File: src/rtl/imem_load_controller.sv
// imem_load_controller
// Owns the single address port of the byte-addressed instruction memory and
// shares it between IF fetch and a byte-wide program-load stream. In IDLE the
// port serves fetch combinationally. A load checks its range and alignment,
// assembles each big-endian word from four bytes and then writes those bytes
// over four cycles. While a load runs, IF is stalled on NOP.
//
// Ports:
//   clk, rst          clock, synchronous active-high reset
//   load_start        one-cycle load request, sampled in IDLE only
//   load_base         byte address of the first word (sampled with load_start)
//   load_count        number of 32-bit words (sampled with load_start)
//   byte_valid/data   loader byte stream, MSB of each word first
//   byte_ready        a byte is accepted this cycle (COLLECT)
//   if_pc/if_inst     fetch address / instruction returned to IF
//   if_stall          IF must hold its PC
//   mem_addr          memory address (fetch or load)
//   mem_wr_en/data    byte write strobe and data
//   mem_rd_data       combinational read word at mem_addr
//   busy, done, err   load in progress, end-of-load pulse, sticky reject flag
module imem_load_controller #(
  parameter int          MEM_SIZE = 1024,
  parameter int          ADDR_W   = 32,
  parameter logic [31:0] NOP      = 32'hE0000000
) (
  input  logic              clk,
  input  logic              rst,
  input  logic              load_start,
  input  logic [ADDR_W-1:0] load_base,
  input  logic [15:0]       load_count,
  input  logic              byte_valid,
  input  logic [7:0]        byte_data,
  output logic              byte_ready,
  input  logic [ADDR_W-1:0] if_pc,
  output logic [31:0]       if_inst,
  output logic              if_stall,
  output logic [ADDR_W-1:0] mem_addr,
  output logic              mem_wr_en,
  output logic [7:0]        mem_wr_data,
  input  logic [31:0]       mem_rd_data,
  output logic              busy,
  output logic              done,
  output logic              err
);

  typedef enum logic [2:0] {
    IDLE    = 3'd0,
    CHECK   = 3'd1,
    COLLECT = 3'd2,
    WRITE   = 3'd3,
    DONE    = 3'd4
  } state_t;

  // End-of-load address is computed three bits wider so 4*count cannot wrap.
  localparam int                EXT_W     = ADDR_W + 3;
  localparam logic [EXT_W-1:0]  MEM_LIMIT = EXT_W'(MEM_SIZE);

  state_t            state_r;
  state_t            state_s;
  logic [ADDR_W-1:0] word_addr_r;
  logic [15:0]       remaining_r;
  logic [31:0]       word_r;
  logic [1:0]        byte_cnt_r;
  logic [1:0]        k_r;
  logic              err_r;
  logic [EXT_W-1:0]  end_addr_s;
  logic              reject_s;

  // Range/alignment check on the latched base and count (used in CHECK).
  always_comb begin
    end_addr_s = EXT_W'(word_addr_r) + EXT_W'({remaining_r, 2'b00});
    reject_s   = (word_addr_r[1:0] != 2'b00) || (end_addr_s > MEM_LIMIT);
  end

  // State register and load datapath registers.
  always_ff @(posedge clk) begin
    if (rst) begin
      state_r     <= IDLE;
      word_addr_r <= '0;
      remaining_r <= 16'd0;
      word_r      <= 32'd0;
      byte_cnt_r  <= 2'd0;
      k_r         <= 2'd0;
      err_r       <= 1'b0;
    end else begin
      state_r <= state_s;
      case (state_r)
        IDLE: begin
          if (load_start) begin
            word_addr_r <= load_base;
            remaining_r <= load_count;
            byte_cnt_r  <= 2'd0;
            k_r         <= 2'd0;
            err_r       <= 1'b0;
          end
        end
        CHECK: begin
          if (reject_s) begin
            err_r <= 1'b1;
          end
        end
        COLLECT: begin
          // Shift in MSB first; the counter wraps to 0 after the 4th byte.
          if (byte_valid) begin
            word_r     <= {word_r[23:0], byte_data};
            byte_cnt_r <= byte_cnt_r + 2'd1;
            k_r        <= 2'd0;
          end
        end
        WRITE: begin
          k_r <= k_r + 2'd1;
          if (k_r == 2'd3) begin
            word_addr_r <= word_addr_r + ADDR_W'(4);
            remaining_r <= remaining_r - 16'd1;
          end
        end
        default: begin
        end
      endcase
    end
  end

  // Next-state logic and state-decoded outputs; fetch path is combinational.
  always_comb begin
    state_s     = state_r;
    byte_ready  = 1'b0;
    if_inst     = NOP;
    if_stall    = 1'b1;
    mem_addr    = word_addr_r;
    mem_wr_en   = 1'b0;
    mem_wr_data = 8'h00;
    busy        = 1'b1;
    done        = 1'b0;
    err         = err_r;
    case (state_r)
      IDLE: begin
        busy     = 1'b0;
        if_stall = 1'b0;
        mem_addr = if_pc;
        if_inst  = mem_rd_data;
        if (load_start) begin
          state_s = CHECK;
        end else begin
          state_s = IDLE;
        end
      end
      CHECK: begin
        if (reject_s || (remaining_r == 16'd0)) begin
          state_s = DONE;
        end else begin
          state_s = COLLECT;
        end
      end
      COLLECT: begin
        byte_ready = 1'b1;
        if (byte_valid && (byte_cnt_r == 2'd3)) begin
          state_s = WRITE;
        end else begin
          state_s = COLLECT;
        end
      end
      WRITE: begin
        mem_wr_en = 1'b1;
        mem_addr  = word_addr_r + ADDR_W'(k_r);
        case (k_r)
          2'd0:    mem_wr_data = word_r[31:24];
          2'd1:    mem_wr_data = word_r[23:16];
          2'd2:    mem_wr_data = word_r[15:8];
          default: mem_wr_data = word_r[7:0];
        endcase
        if (k_r == 2'd3) begin
          if (remaining_r == 16'd1) begin
            state_s = DONE;
          end else begin
            state_s = COLLECT;
          end
        end else begin
          state_s = WRITE;
        end
      end
      DONE: begin
        done    = 1'b1;
        state_s = IDLE;
      end
      default: begin
        state_s = IDLE;
      end
    endcase
  end

endmodule

File: config.mk
export PLATFORM = sky130hd
export DESIGN_NAME = imem_load_controller
export DESIGN_NICKNAME = d
export VERILOG_FILES = /design/src/rtl/imem_load_controller.sv
export SDC_FILE = /design/constraint.sdc
export NUM_CORES = 1
export LEC_CHECK = 0
export CAP_MARGIN = 20
export CORE_MARGIN = 3
export CORE_UTILIZATION = 28
export DETAILED_ROUTE_END_ITERATION = 8
export PLACE_DENSITY = 0.6
export SETUP_SLACK_MARGIN = 0.5
export SYNTH_ARGS = -nofsm -noshare
export SYNTH_HDL_FRONTEND = slang
export SYNTH_SLANG_ARGS = --single-unit
File: constraint.sdc
create_clock -name clk -period 6.85 [get_ports clk]
set_input_delay 1.37 -clock clk [delete_from_list [all_inputs] [get_ports clk]]
set_output_delay 1.37 -clock clk [all_outputs]
set_load 0.05 [all_outputs]
==> results.ini, run 1 <==
[grt]
grt_overflow = 0
grt_pass1_vias = 7461
antenna_found_initial = 0
grt_max_degree = 148
grt_use_total = 0.1878
grt_first_pass_wirelength_um = 40790

[power_and_ir_drop]
peakVddDrop_uv = 112.6
internal-power_mw = 1.032
power_mw = 1.621
p_sw_uw = 589.2
p_sw_frac = 0.3635
pwr-share-clk = 0.309
p_leak_nw = 3.392
pwr_density_cell_mw_per_mm2 = 171.5
p_comb_frac = 0.334
seqPwrFrac = 0.357

[worst_setup_path]
cp-start-kind = flop
crit_chain = ha_1 -> inv_1 -> or3_1 -> nor3_4 -> nand3_4 -> or4_4 -> o311ai_0 -> clkdlybuf4s50_1
crit_end = mem_addr[28]
cp.required_ns = 5.48
criticalPathCategory = flop to output port
cp_num_cells = 8
cp_top_family = simple AND/OR/NAND/NOR gates
reg2regPathDepth = 10
startpoint = word_addr_r[2]
critical_path_buf_inv_count = 2
rr_endpoint = state_r[2]
reg2reg_from = word_addr_r[2]
cp_max_fo = 10
max_stage_delay_ns = 0.87
worst_setup_path_end_kind = output port
worstPathArrival_ns = 4.01
r2r_setup_slack_ns = 3.18
slowest_stage = clkdlybuf4s50_1

[clocking]
cts_sinks = 88
clk_pin_slew_worst_paths_ns = 0.07
cts_tree = done
cts_resized = 0
postCtsSetupRepairBufs = 0
cts_root_buf = clkbuf_16
insertion_delay_ns = 0.35
cts_buffer_depth = 2
cts-htree-levels = 3
ctsHoldBuffers = 0
cts_inserted_buffers = 9

[routing]
initialDrtViolationCount = 662
dr.pass1.iters = 6
ant_nets = 0
post-route-drc-count = 0
wl_per_cell_um = 17.34
drt-total-wl_um = 26340
via_per_inst = 5.386
vias = 8182

[timing]
hold_ws_ns = 0.4608
worstMarginPinSlew_ns = 1.011
setup_tns_ns = 0
hold_violations = 0
rsz0062_at_grt = false
timing.final.ws_setup_ns = 1.470
clock.fmax_ghz = 0.1859
slew_violations = 0
timing.final.crit_share = 0.7854
finalCriticalPeriod_ns = 5.380
fin_worst_skew_ns = 0.007121
slew_headroom = 0.3241
setup_viol = 0

[finish]
fin_util = 0.3864
nNetsFinal = 1343
drive_gt1_frac = 0.03431
n_antenna_cell = 0
final_cells = 1519
fin_area_mm2 = 0.009452
syn2layout_area_growth_pct = 34.97
fillers = 2548

[die]
rows = 57
start_util = 0.2863
die_h_um = 164.1
coreArea_mm2 = 0.02446
die_w_um = 164.1
top_level_ports = 202
die_area_mm2 = 0.02694

[logic_synthesis]
synth_edf_count = 0
synth_common_cells = nand2_1 (183), a21oi_1 (135), nor2_1 (119)
syn_area_per_cell_um2 = 6.632
synth-main-ff-cell = dfxtp_1
synth_warnings = 0
yosysSeqAreaShare = 0.2516
ys_async_sr_fraction = 0
syn_area_mm2 = 0.007003
synth_most_common_cell = nand2_1
netlist_top_cells_area = dfxtp_1 (25%), nand2_1 (9.8%), a21oi_1 (9.6%), nor2_1 (6.4%), o21ai_0 (5.9%)
synth_top_area_cell = dfxtp_1
syn_inst = 1056
yosysTopAreaCellShare = 0.2516
synth_cell_types = 68
syn_nets = 1208
ys_seq_elements = 88

[placement]
globalplace.congestion = 0.9236
dpl.hpwl_um = 19180
dp_slack_ns = 1.827
dp.cells = 1503
dpl_cell_area_mm2 = 0.009139
portBuffers = 201

[min_path]
hold_path_class = flop to flop

[run_status]
status = finished, final reports clean

[job]
drv_cap = 0

cell type report:
| type | instances | area (um^2) | share of cell area |
|---|---|---|---|
| inverters | 23 | 86.33 | 0.009134 |
| clock buffers | 10 | 229.0 | 0.02423 |
| multi-input cells | 859 | 4806 | 0.5085 |
| clock inverters | 5 | 56.30 | 0.005957 |
| flip-flops and latches | 88 | 1762 | 0.1864 |
| repair buffers | 210 | 2107 | 0.2229 |
| well taps | 324 | 405.4 | 0.04289 |
cells by family (layout without fill, tap and decap cells):
group | count (synthesis) | after routing | share of synthesized area
flops | 88 | 88 | 0.2516
simple gates | 470 | 470 | 0.3080
fa+ha+maj | 28 | 28 | 0.05217
xor+xnor | 11 | 11 | 0.01376
mux | 2 | 2 | 0.003037
compound gates | 348 | 348 | 0.3080
buf+inv | 109 | 248 | 0.06343
power groups by stage:
stage	Clock [mW]	Combinational [mW]	Sequential, mW
final	0.501	0.541	0.579
after global routing	0.532	0.581	0.584
after CTS	0.512	0.544	0.578
after detailed placement	0	0.541	0.590
after global placement	0	0.544	0.589
after floorplan	0	0.352	0.564
cell usage in the layout (no fill, tap or decap), types with 8 or more instances in the layout:
cell type        instances
clkdlybuf4s50_1        200
nand2_1                183
a21oi_1                134
nor2_1                 119
dfxtp_1                 88
o21ai_0                 83
and2_1                  34
nand3_1                 32
nor3_1                  31
ha_1                    26
inv_1                   22
a22oi_1                 20
o311ai_0                17
o211ai_1                14
nor4_1                  12
nand4_1                 10
a222oi_1                10
and3_1                   9
o31ai_1                  9
clkbuf_16                9
a21o_1                   8
nand2b_1                 8
a211oi_1                 8
state kept, by name, indices dropped and copies added (netlist names):
| signal | cells |
|---|---|
| byte_cnt_r | 2 |
| word_addr_r | 32 |
| state_r | 3 |
| remaining_r | 16 |
| word_r | 32 |
| err | 1 |
| k_r | 2 |
worst min-delay path: stages, from the launching register on:
cell and delay (ns):
dfxtp_1 0.31, nand2_1 0.05, a21oi_1 0.05
how the worst min path moves through the flow:
stage	startpoint	slack, ns	to	cells after the start
floorplan	word_r[24]	0.44	word_r[24]	2
finish	word_r[31]	0.46	word_r[31]	2
detailed placement	word_r[31]	0.45	word_r[31]	2
global route	word_r[25]	0.48	word_r[25]	2
global placement	word_r[31]	0.44	word_r[31]	2
CTS	word_r[31]	0.46	word_r[31]	2
layer usage:
layer	up-vias	global-route usage	share of wire
met3	33	0.03506	0.070
li1	4058	-	-
met4	0	0.05459	0.020
met5	-	0	0
met1	3821	0.2575	0.45
met2	270	0.3001	0.46
Power figures use the tool's default switching activity.
==> run 2: changes to the inputs <==
==> constraint.sdc (replaced) <==
create_clock -name clk -period 5.15 [get_ports clk]
set_input_delay 1.03 -clock clk [delete_from_list [all_inputs] [get_ports clk]]
set_output_delay 1.03 -clock clk [all_outputs]
set_load 0.05 [all_outputs]
==> run 2 against run 1 <==
Against the previous run: non-clock buffer count rose by 8; final cell count rose by 0.59%; global-route usage rose by 0.12 points; flip-flop and latch count did not move; die area did not move; routed wire length barely moved; critical path depth rose by 3; worst setup slack got worse by 0.77 ns; clock-buffer cell count fell by 1; largest cell class unchanged.
==> results.ini, run 2 (synthesis gave the netlist of run 1 again) <==
[run_status]
status = finished, final reports clean  ; unchanged

[clocking]
postCtsSetupRepairBufs = 0  ; unchanged
cts_buffer_depth = 2  ; unchanged
cts_root_buf = clkbuf_16  ; unchanged
cts_sinks = 88  ; unchanged
cts_tree = done  ; unchanged
cts_inserted_buffers = 9  ; unchanged
cts-htree-levels = 3  ; unchanged
clk_pin_slew_worst_paths_ns = 0.07  ; about the same
insertion_delay_ns = 0.36  ; was 0.35 ns

[finish]
multi_input_area_mm2 = 0.004811  ; was 0.004806 mm^2
seqCellArea_mm2 = 0.001764  ; was 0.001762 mm^2
final_common_cell = nand2_1  ; was clkdlybuf4s50_1
final_cell_mix = nand2_1 (183), clkdlybuf4s50_1 (172), a21oi_1 (134), nor2_1 (119), dfxtp_1 (86)  ; was clkdlybuf4s50_1 (200), nand2_1 (183), a21oi_1 (134), nor2_1 (119), dfxtp_1 (88)
fin_util = 0.3985  ; was 0.3864
fillers = 2540  ; was 2,548
n_antenna_cell = 0  ; unchanged
drive_gt1_frac = 0.06811  ; was 0.03431
syn2layout_area_growth_pct = 39.20  ; was 34.97%
final_cells = 1528  ; was 1,519
largestRegisters = word_addr_r: 32 flops, word_r: 32 flops, remaining_r: 16 flops  ; unchanged
nNetsFinal = 1351  ; was 1,343

[min_path]
hold_path_class = flop to flop  ; unchanged
holdPathStages = 2  ; unchanged
hold_path_startpoint = word_r[29]  ; was word_r[31]
worstHoldEndpoint = word_r[29]  ; was word_r[31]

[die]
die_h_um = 164.1  ; unchanged
top_level_ports = 202  ; unchanged
die_w_um = 164.1  ; unchanged
coreArea_mm2 = 0.02446  ; unchanged
start_util = 0.2863  ; unchanged
die_area_mm2 = 0.02694  ; unchanged
rows = 57  ; unchanged

[worst_setup_path]
worstPathArrival_ns = 3.42  ; was 4.01 ns
cp-start-kind = flop  ; unchanged
r2r_setup_slack_ns = 1.55  ; was 3.18 ns
reg2reg_from = remaining_r[0]  ; was word_addr_r[2]
reg2regPathDepth = 11  ; was 10
cp.required_ns = 4.12  ; was 5.48 ns
criticalPathCategory = flop to output port  ; unchanged
rr_endpoint = state_r[2]  ; unchanged
cp_max_fo = 10  ; unchanged
worst_setup_path_end_kind = output port  ; unchanged

[grt]
grt_first_pass_wirelength_um = 41180  ; was 40,790 um
grt_overflow = 0  ; unchanged
grt_max_degree = 68  ; was 148
grt_pass1_vias = 7594  ; was 7,461
antenna_found_initial = 0  ; unchanged
grt_use_total = 0.1890  ; was 0.1878

[timing]
fin_worst_skew_ns = 0.009547  ; was 0.007121 ns
setup_viol = 0  ; unchanged
slew_headroom = 0.4670  ; was 0.3241
hold_ws_ns = 0.4572  ; was 0.4608 ns
timing.final.crit_share = 0.8641
setup_tns_ns = 0  ; unchanged
hold_violations = 0  ; unchanged
worstMarginPinSlew_ns = 0.7970  ; was 1.011 ns
slew_violations = 0  ; unchanged
finalCriticalPeriod_ns = 4.450
rsz0062_at_grt = true  ; was false
clock.fmax_ghz = 0.2247

[power_and_ir_drop]
pwr_density_cell_mw_per_mm2 = 226.9  ; was 171.5 mW/mm^2
p_leak_nw = 3.562  ; was 3.392 nW
peakVddDrop_uv = 165.4  ; was 112.6 uV

[routing]
initialDrtViolationCount = 736  ; was 662
wl_per_cell_um = 17.24  ; was 17.34 um
ant_nets = 0  ; unchanged
post-route-drc-count = 0  ; unchanged
dr.pass1.iters = 8  ; was 6
vias = 8218  ; was 8,182
via_per_inst = 5.378  ; was 5.386
drt-total-wl_um = 26340  ; about the same

[placement]
dpl.hpwl_um = 19340  ; was 19,180 um
globalplace.congestion = 0.9439  ; was 0.9236
dp.cells = 1510  ; was 1,503
portBuffers = 201  ; unchanged

[job]
drv_cap = 0  ; unchanged

run 2: power by group:
group          switching (mW)  total (mW)  internal, mW
registers              0.0627       0.771         0.708
clock network           0.331       0.668         0.337
logic                   0.441       0.772         0.331
total                   0.834        2.21          1.38
run 2: per-stage QoR:
stage,power (mW),area [um^2],setup slack [ns]
6_report,2.211,9748,0.7000
5_1_grt,2.312,9748,0.4658
4_1_cts,2.222,9693,0.5652
2_1_floorplan,1.218,7003,0.6369
3_3_place_gp,1.556,9409,1.069
3_5_place_dp,1.555,9409,0.9616
run 2: final cells by class:
cell class / count / area share
Clock buffer: 9 / 0.02310
Multi-Input combinational cell: 859 / 0.4935
Timing Repair Buffer: 218 / 0.2459
Sequential cell: 88 / 0.1810
Tap cell: 324 / 0.04159
Inverter: 23 / 0.008856
Clock inverter: 7 / 0.006033
run 2: timing repair:
| action | CTS | global route |
|---|---|---|
| hold buffers | 0 | 0 |
| gates resized for setup | 0 | 3 |
| endpoints found under the setup margin | 0 | 4 |
run 2: per-layer routing:
metal | GRT usage | wire, um | up-vias
li1 | - | - | 4075
met1 | 0.2540 | 11470 | 3824
met2 | 0.3142 | 12470 | 294
met3 | 0.03228 | 1991 | 25
met4 | 0.04729 | 410 | 0
met5 | 0 | 0 | -
run 2: worst max path at each step:
stage                              start      endpoint  slack (ns)  cells past startpoint
after floorplan           word_addr_r[3]  mem_addr[22]        0.64                      7
after global placement    word_addr_r[2]  mem_addr[30]        1.07                     11
after detailed placement  word_addr_r[2]  mem_addr[30]        0.96                     11
after CTS                 word_addr_r[2]  mem_addr[30]        0.57                     11
after global routing      word_addr_r[2]  mem_addr[30]        0.47                     11
final                     word_addr_r[2]  mem_addr[30]        0.70                     11
run 2: critical path: stages (launching register included):
cell and delay [ns]:
dfxtp_2 0.44, ha_1 0.28, inv_1 0.09, or3_1 0.55, nor3_4 0.31, nand3_4 0.12
or4_4 0.60, nor2_1 0.13, a21oi_1 0.07, o21ai_0 0.17, nand2_1 0.11, buf_12 0.16
==> run 3: changes to the inputs <==
--- a/config.mk
+++ b/config.mk
@@ -8,6 +8,7 @@
 export CAP_MARGIN = 20
 export CORE_MARGIN = 3
 export CORE_UTILIZATION = 28
+export CTS_CLUSTER_SIZE = 30
 export DETAILED_ROUTE_END_ITERATION = 8
 export PLACE_DENSITY = 0.6
 export SETUP_SLACK_MARGIN = 0.5
==> results of run 3 <==
Same layout as run 2: the final DEF is identical, and so are final timing and power.
